### config.mk
export PLATFORM = sky130hd
export DESIGN_NAME = play_engine
export DESIGN_NICKNAME = d
export VERILOG_FILES = /design/src/rtl/play_engine.sv
export SDC_FILE = /design/constraint.sdc
export NUM_CORES = 1
export LEC_CHECK = 0
export CELL_PAD_IN_SITES_DETAIL_PLACEMENT = 1
export CELL_PAD_IN_SITES_GLOBAL_PLACEMENT = 1
export CORE_ASPECT_RATIO = 0.5
export CORE_MARGIN = 1
export CORE_UTILIZATION = 40
export CTS_CLUSTER_SIZE = 30
export DETAILED_ROUTE_END_ITERATION = 12
export PLACE_DENSITY = 0.78
export SYNTH_ARGS = -nofsm -noshare
export SYNTH_HDL_FRONTEND = slang
export SYNTH_SLANG_ARGS = --single-unit
export TNS_END_PERCENT = 50
### constraint.sdc
create_clock -name clk -period 9.4 [get_ports clk]
set_input_delay 2.82 -clock clk [delete_from_list [all_inputs] [get_ports clk]]
set_output_delay 2.82 -clock clk [all_outputs]
set_load 0.1 [all_outputs]
### src/rtl/play_engine.sv
// play_engine: steps a song note by note, judges hits against each beat window, keeps saturating
// score/combo and a per-user high-score table. Define PLAY_ENGINE_AUTOPLAY_EN for the autoplay input.
module play_engine #(
    parameter int unsigned NOTE_KEYS = 7,
    parameter int unsigned USERS     = 4,
    parameter int unsigned SCORE_W   = 21,
    parameter int unsigned IDX_W     = 8,
    localparam int unsigned UW       = (USERS > 1) ? $clog2(USERS) : 1
) (
    input  logic                 clk,
    input  logic                 rst_n,
    input  logic                 start,
    input  logic                 abort,
`ifdef PLAY_ENGINE_AUTOPLAY_EN
    input  logic                 autoplay,
`endif
    input  logic [UW-1:0]        user,
    input  logic [1:0]           speed,
    input  logic                 beat_tick,
    input  logic [IDX_W-1:0]     song_len,
    output logic [IDX_W-1:0]     step_idx,
    input  logic [NOTE_KEYS-1:0] goal_key,
    input  logic [3:0]           goal_len,
    input  logic                 hit,
    input  logic [NOTE_KEYS-1:0] key,
    output logic                 busy,
    output logic                 done,
    output logic [NOTE_KEYS-1:0] note_led,
    output logic [SCORE_W-1:0]   score,
    output logic [SCORE_W-1:0]   combo,
    output logic [SCORE_W-1:0]   max_combo,
    output logic [SCORE_W-1:0]   hs_score,
    output logic                 new_record
);

    localparam int unsigned SUM_W = SCORE_W + 2;

    typedef enum logic [2:0] {StIdle, StLoad, StPlay, StScore, StDone} state_e;
    typedef enum logic [1:0] {JudgeMiss, JudgeGood, JudgePerfect} judge_e;

    state_e               state_q;
    logic [UW-1:0]        user_q;
    logic [1:0]           speed_q;
    logic [NOTE_KEYS-1:0] goal_q;
    logic [4:0]           win_q;
    logic [4:0]           elapsed_q;
    logic                 judged_q;
    judge_e               judge_q;
    logic                 auto_q;
    logic [SCORE_W-1:0]   table_q [USERS];

`ifndef PLAY_ENGINE_AUTOPLAY_EN
    assign auto_q = 1'b0;
`endif

    logic [3:0]         eff;
    logic [4:0]         win_d;
    judge_e             hit_judge;
    judge_e             final_judge;
    logic [SUM_W-1:0]   sum;
    logic [SCORE_W-1:0] score_nxt;
    logic [SCORE_W-1:0] combo_nxt;
    logic [SCORE_W-1:0] max_nxt;
    logic               last_note;
    logic               user_ok;

    always_comb begin
        eff = (goal_len == 4'd0) ? 4'd1 : goal_len;
        case (speed_q)
            2'b10:   win_d = {eff, 1'b0};
            2'b11:   win_d = (eff[3:1] == 3'd0) ? 5'd1 : {2'b00, eff[3:1]};
            default: win_d = {1'b0, eff};
        endcase
    end

    always_comb begin
        hit_judge   = (key == goal_q) ? ((elapsed_q == 5'd0) ? JudgePerfect : JudgeGood) : JudgeMiss;
        final_judge = judged_q ? judge_q : JudgeMiss;
        sum = {2'b00, score} + {2'b00, combo}
            + ((final_judge == JudgePerfect) ? SUM_W'(100) : SUM_W'(50));
        score_nxt = score;
        combo_nxt = '0;
        if (final_judge != JudgeMiss) begin
            score_nxt = (sum[SUM_W-1:SCORE_W] != 2'b00) ? '1 : sum[SCORE_W-1:0];
            combo_nxt = (&combo) ? combo : combo + SCORE_W'(1);
        end
        max_nxt   = (combo_nxt > max_combo) ? combo_nxt : max_combo;
        last_note = ({1'b0, step_idx} + (IDX_W + 1)'(1)) == {1'b0, song_len};
        user_ok   = int'(user_q) < int'(USERS);
    end

    always_ff @(posedge clk) begin
        if (!rst_n) begin
            state_q    <= StIdle;
            user_q     <= '0;
            speed_q    <= '0;
            goal_q     <= '0;
            win_q      <= '0;
            elapsed_q  <= '0;
            judged_q   <= 1'b0;
            judge_q    <= JudgeMiss;
            step_idx   <= '0;
            score      <= '0;
            combo      <= '0;
            max_combo  <= '0;
            new_record <= 1'b0;
`ifdef PLAY_ENGINE_AUTOPLAY_EN
            auto_q     <= 1'b0;
`endif
            for (int i = 0; i < int'(USERS); i++) table_q[i] <= '0;
        end else begin
            new_record <= 1'b0;
            if (abort) begin
                state_q <= StIdle;
            end else if (start && (state_q == StIdle || state_q == StDone)) begin
                user_q    <= user;
                speed_q   <= speed;
                step_idx  <= '0;
                score     <= '0;
                combo     <= '0;
                max_combo <= '0;
`ifdef PLAY_ENGINE_AUTOPLAY_EN
                auto_q    <= autoplay;
`endif
                state_q   <= (song_len == '0) ? StDone : StLoad;
            end else begin
                case (state_q)
                    StLoad: begin
                        goal_q    <= goal_key;
                        win_q     <= win_d;
                        elapsed_q <= '0;
                        // Autoplay pre-judges the note so player hits are ignored.
                        judged_q  <= auto_q;
                        judge_q   <= auto_q ? JudgePerfect : JudgeMiss;
                        state_q   <= StPlay;
                    end
                    StPlay: begin
                        if (hit && !judged_q) begin
                            judged_q <= 1'b1;
                            judge_q  <= hit_judge;
                        end
                        if (beat_tick) begin
                            elapsed_q <= elapsed_q + 5'd1;
                            if (elapsed_q + 5'd1 == win_q) state_q <= StScore;
                        end
                    end
                    StScore: begin
                        score     <= score_nxt;
                        combo     <= combo_nxt;
                        max_combo <= max_nxt;
                        if (last_note) begin
                            state_q <= StDone;
                            // Commit on the DONE entry edge so new_record lines up with its first cycle.
                            if (!auto_q && user_ok && score_nxt > table_q[user_q]) begin
                                table_q[user_q] <= score_nxt;
                                new_record      <= 1'b1;
                            end
                        end else begin
                            step_idx <= step_idx + IDX_W'(1);
                            state_q  <= StLoad;
                        end
                    end
                    default: ;
                endcase
            end
        end
    end

    assign busy     = (state_q != StIdle) && (state_q != StDone);
    assign done     = (state_q == StDone);
    assign note_led = (state_q == StPlay) ? goal_q : '0;
    assign hs_score = (int'(user) < int'(USERS)) ? table_q[user] : '0;

endmodule

After elaboration in Yosys (flattened, before gate mapping)
Memory sizes are Yosys's and may differ from the RTL's. A register that Yosys moved wholly into a read port is not among the register bits.
Index checks and enable logic that the tools add are counted.
{ "totals": {"output_inout_bits": 102, "ramBits": 84, "n_memories": 1, "latchBits": 0, "input_bits": 36, "mem_bits_ro": 0, "word_cells": 116, "register_bits": 99} }
{ "memory_table": {"columns": ["name", "words", "word_bits", "read_ports", "rd_ports_with_merged_regs", "write_ports", "line", "source"], "rows": [
  ["table_q", 4, 21, 2, 1, 4, "50", "logic [SCORE_W-1:0] table_q [USERS];"]
]} }
{ "op_classes": {"div_mod_pow": 0, "shifts": 0, "eq_ne": 16, "order_cmp": 2, "n_reduce_logical": 28, "addsub": 6, "multipliers": 0, "muxes": 47, "bitwise": 3} }
{ "op_table": {"columns": ["cell", "n"], "rows": [
  ["$mux W21", 12],
  ["$gt A21 B21 Y1", 2],
  ["$mux W8", 3],
  ["$add A22 B7 Y23", 1],
  ["$add A21 B21 Y22", 1],
  ["$add A21 B1 Y21 const B", 1],
  ["$reduce_and A21 Y1", 1],
  ["$reduce_or A21 Y1", 1],
  ["$pmux W5 S2", 2],
  ["$mux W3", 6],
  ["$mux W2", 7],
  ["$mux W7", 2],
  ["$reduce_and A3 Y1", 4],
  ["$mux W1", 10],
  ["$reduce_bool A2 Y1", 5],
  ["$add A8 B1 Y9 const B", 1],
  ["$eq A9 B8 Y1", 1],
  ["$ne A3 B3 Y1 const B", 3],
  ["$pmux W3 S3", 1],
  ["$add A8 B1 Y8 const B", 1],
  ["$logic_not A8 Y1", 1],
  ["$reduce_and A4 Y1", 2],
  ["$eq A7 B7 Y1", 1],
  ["$eq A2 B2 Y1 const B", 3],
  ["22 further kinds", 30]
]} }

Longest topological paths before layout
{ "depth": {"ltp_word": 17, "ltp_mapped": 25, "mapped_depth_nobuf": 22} }

Worst setup path after synthesis
Ideal clock, no wire load.
{ "synth_path": {"path_kind": "register to register", "start": "reg score[1]", "end": "mem table_q[3][0], enable pin", "stages_incl_launch_ff": 21, "required_ns": 8.972, "t_arrival_ns": 6.812, "path_slack_ns": 2.160, "setup_ns": 0.428, "cell_sequence": "dfxtp_1 fa_1 ha_1 fa_1 a21o_1 a311oi_2 nor4_2 o2111ai_2 a22oi_1 or3b_1 buf_4 buf_2 o22ai_2 inv_1 ha_1 nand4_1 nor4_1 a21boi_0 a2111oi_0 nand3b_1 o21ai_0"} }
{ "synth_lines": {"columns": ["element", "line", "source"], "rows": [
  ["start, declared", "29", "output logic [SCORE_W-1:0] score,"],
  ["start signal, assigned", "148", "score <= score_nxt;"],
  ["end, declared", "50", null]
]} }

==> results.toml <==
[floorplan]
core_area_um2 = 29000
start_util_pct = 40.7
rows = 44
dieHeight_um = 124
die-area_um2 = 30300
io_pins = 138
chipWidth_um = 245

[logic_synthesis]
synthXorXnorAreaFrac_pct = 4.12
yosys.area_share.simple_pct = 17.5
synth_compound_area_share_pct = 15.6
synth-seq-area-share_pct = 38.5
synth_top_family_by_area = "simple AND/OR/NAND/NOR gates"
synthCells = 1215
synth_edf_count = 84
synth_cell_types = 83
synthMuxAreaShare_pct = 9.87
ys_ff_latch = 185
syn_nets = 1339
syn-cell-area_um2 = 11800
avgSynthCellArea_um2 = 9.72
synth_flop_cell = "dfxtp_1"
synthAdderAreaFrac_pct = 9.64
async_flop_share_pct = 0
yosys_warnings = 0

[layout]
multiInputGateArea_um2 = 6710
final_common_cell = "nor2_1"
n_fill_cell = 3258
drive_gt1_share_pct = 12.2
diodes = 0
regArea_um2 = 4540
fin_util_pct = 48.4
layout_common_cells = "nor2_1, nand2_1, clkdlybuf4s50_1"
area_growth_pct = 18.8
nNetsFinal = 1452
design_area_um2 = 14000

[power]
cellPowerDensity_nw_per_um2 = 133
peakVddDrop_mv = 0.134
leakage_nw = 5.55

[global_routing]
grt_max_degree = 45
first_global_vias = 10000
use_met3_pct = 4.54
antenna_found_initial = 0
grt-busiest-layer = "met2"
grtUsageTotal_pct = 24.9
overflow = 0
met1_usage_pct = 33.7
grt_pass1_wl_um = 56800
use_met2_pct = 40.5

[cts]
hold_buffers = 0
clk_pin_slew_ns = 0.07
cts-root-buf = "clkbuf_16"
cts_sinks = 185
cts_buffer_depth = 2
h-tree-depth = 4
cts_resized = 0
cts_inserted_buffers = 17
clkLatencyLatePin_ns = 0.47
cts_tree = "yes"
cts_setup_buffers = 0

[critical_path]
cp_max_fo = 25
critPathRequiredTime_ns = 9.37
cp.arrival_ns = 8.29
cp-end-kind = "flip-flop"
cp-start-kind = "flip-flop"
worstSetupPathType = "flip-flop to flip-flop"

[routing]
drt-total-wl_um = 37200
vias = 9899
routedWlPerCell_um = 21.5
drc = 0
drt-initial-drc-count = 676
vias_per_cell = 5.72
ant_nets = 0
firstDrtPassIters = 6

[sta]
finalCritPeriodShare_pct = 88.5
period_minus_slack_ns = 8.32
slew_viol_final = 0
rsz0062_at_grt = "false"
hold_slack_ns = 0.474
slew_headroom_pct = 15.5
setup_violations = 0
tightestPinTransition_ns = 1.26
setup_slack_ns = 1.08
finalClockSkew_ns = 0.0133
clock.fmax_mhz = 120
setup-tns-final_ns = 0
finalHoldViolCount = 0

[place]
globalplace.congestion = 0.948
port_buffers = 137
dpl-instance-area_um2 = 13500
dp_hpwl_um = 27600
pre_cts_ws_ns = 1.16

[min_path]
hp-class = "flip-flop to flip-flop"

[run_status]
outcome = "finished clean"

[run]
maxCapViolations = 0
==> stage by stage <==
stage	instances	power [mW]
final	1732	1.87
after global routing	1732	1.93
after global placement	1700	1.16
after detailed placement	1700	1.17
after CTS	1732	1.88
after floorplan	1215	1.08
==> layer usage <==
layer  vias up  share of wire, %
met5         -                 0
met4         0               2.1
met3        50               4.2
met2       203                47
met1      5010                47
li1       4636                 -
==> kinds of logic (layout without fill, tap and decap cells) <==
group                    count (synthesis)  after routing
AND/OR/NAND/NOR                        434            434
AO/OA/AOI/OAI                          255            255
flip-flops                             185            185
buffers and inverters                  135            261
adder cells (fa/ha/maj)                 88             88
multiplexers                            64             64
XOR/XNOR                                54             54
==> power by group <==
part / switching (mW) / leakage, nW / internal [mW]
sequential: 0.0191 / 1.68 / 0.859
combinational: 0.185 / 3.58 / 0.0861
clock: 0.339 / 0.285 / 0.385
total: 0.542 / 5.55 / 1.33
==> registers in the layout (all words and copies together), names as in the netlist, named ones only <==
register,count
table_q,84
combo,21
max_combo,21
score,21
step_idx,8
goal_q,7
elapsed_q,5
win_q,5
state_q,3
judge_q,2
speed_q,2
user_q,2
judged_q,1
new_record,1
==> synthesized netlist by cell type, types with 5 or more instances <==
library cell	count	area share, %
nand4_1	18	0.95
nor3_1	10	0.42
o221ai_1	17	1.3
ha_1	83	8.8
nor2b_1	8	0.42
and3_1	8	0.42
nand2b_1	8	0.42
o22ai_4	10	1.7
buf_2	6	0.25
nor2_2	19	1.0
o21ai_0	46	1.9
a21oi_1	70	3.0
and2_1	13	0.69
buf_1	5	0.16
edfxtp_1	84	21
inv_1	76	2.4
mux4_2	42	8.0
a211oi_1	7	0.44
xor2_1	29	2.2
a21o_1	27	1.7
a31oi_1	9	0.48
o22ai_1	7	0.37
fa_1	5	0.85
buf_6	5	0.48
clkbuf_1	37	1.2
nand2_1	137	4.4
and4_1	5	0.37
nor2_1	150	4.8
xnor2_1	24	1.8
dfxtp_1	101	17
mux2i_1	22	1.9
nand3_1	26	1.1
a22oi_1	16	1.0
==> final timing paths <==
kind / to / start / depth (start not counted) / slack [ns]
setup / recovery: table_q[0][7]$_SDFFCE_PN0P_ / judged_q$_SDFFE_PN0P_ / 22 / 1.08
hold / removal: win_q[4]$_SDFFE_PN0P_ / win_q[4]$_SDFFE_PN0P_ / 2 / 0.47
setup reg to reg: table_q[0][7]$_SDFFCE_PN0P_ / judged_q$_SDFFE_PN0P_ / 22 / 1.08
hold reg to reg: win_q[4]$_SDFFE_PN0P_ / win_q[4]$_SDFFE_PN0P_ / 2 / 0.47
==> cell type report <==
type	count	area share [%]
clock inverters	12	0.812
well taps	391	3.49
clock buffers	20	3.26
repair buffers	150	10.1
inverters	79	2.11
multi-input cells	895	47.8
flip-flops and latches	185	32.4
==> worst max-delay path, cell delays in order, from the launching register on <==
cell       delay [ns]
dfxtp_1          0.45
nand2_1          0.07
or2_2            0.33
fa_1             0.45
ha_1             0.25
fa_1             0.42
a21o_1           0.21
a311oi_2         0.33
nor4_2           0.10
o2111ai_2        0.19
a22oi_1          0.15
or3b_2           0.81
buf_4            0.37
o22ai_2          0.29
inv_1            0.08
ha_1             0.32
a21o_1           0.19
a21oi_1          0.14
a21boi_0         0.09
a2111oi_0        0.52
nand4b_4         0.46
or3_1            0.73
nand2_1          0.83
Note: power is estimated with default switching activity, not from simulation.
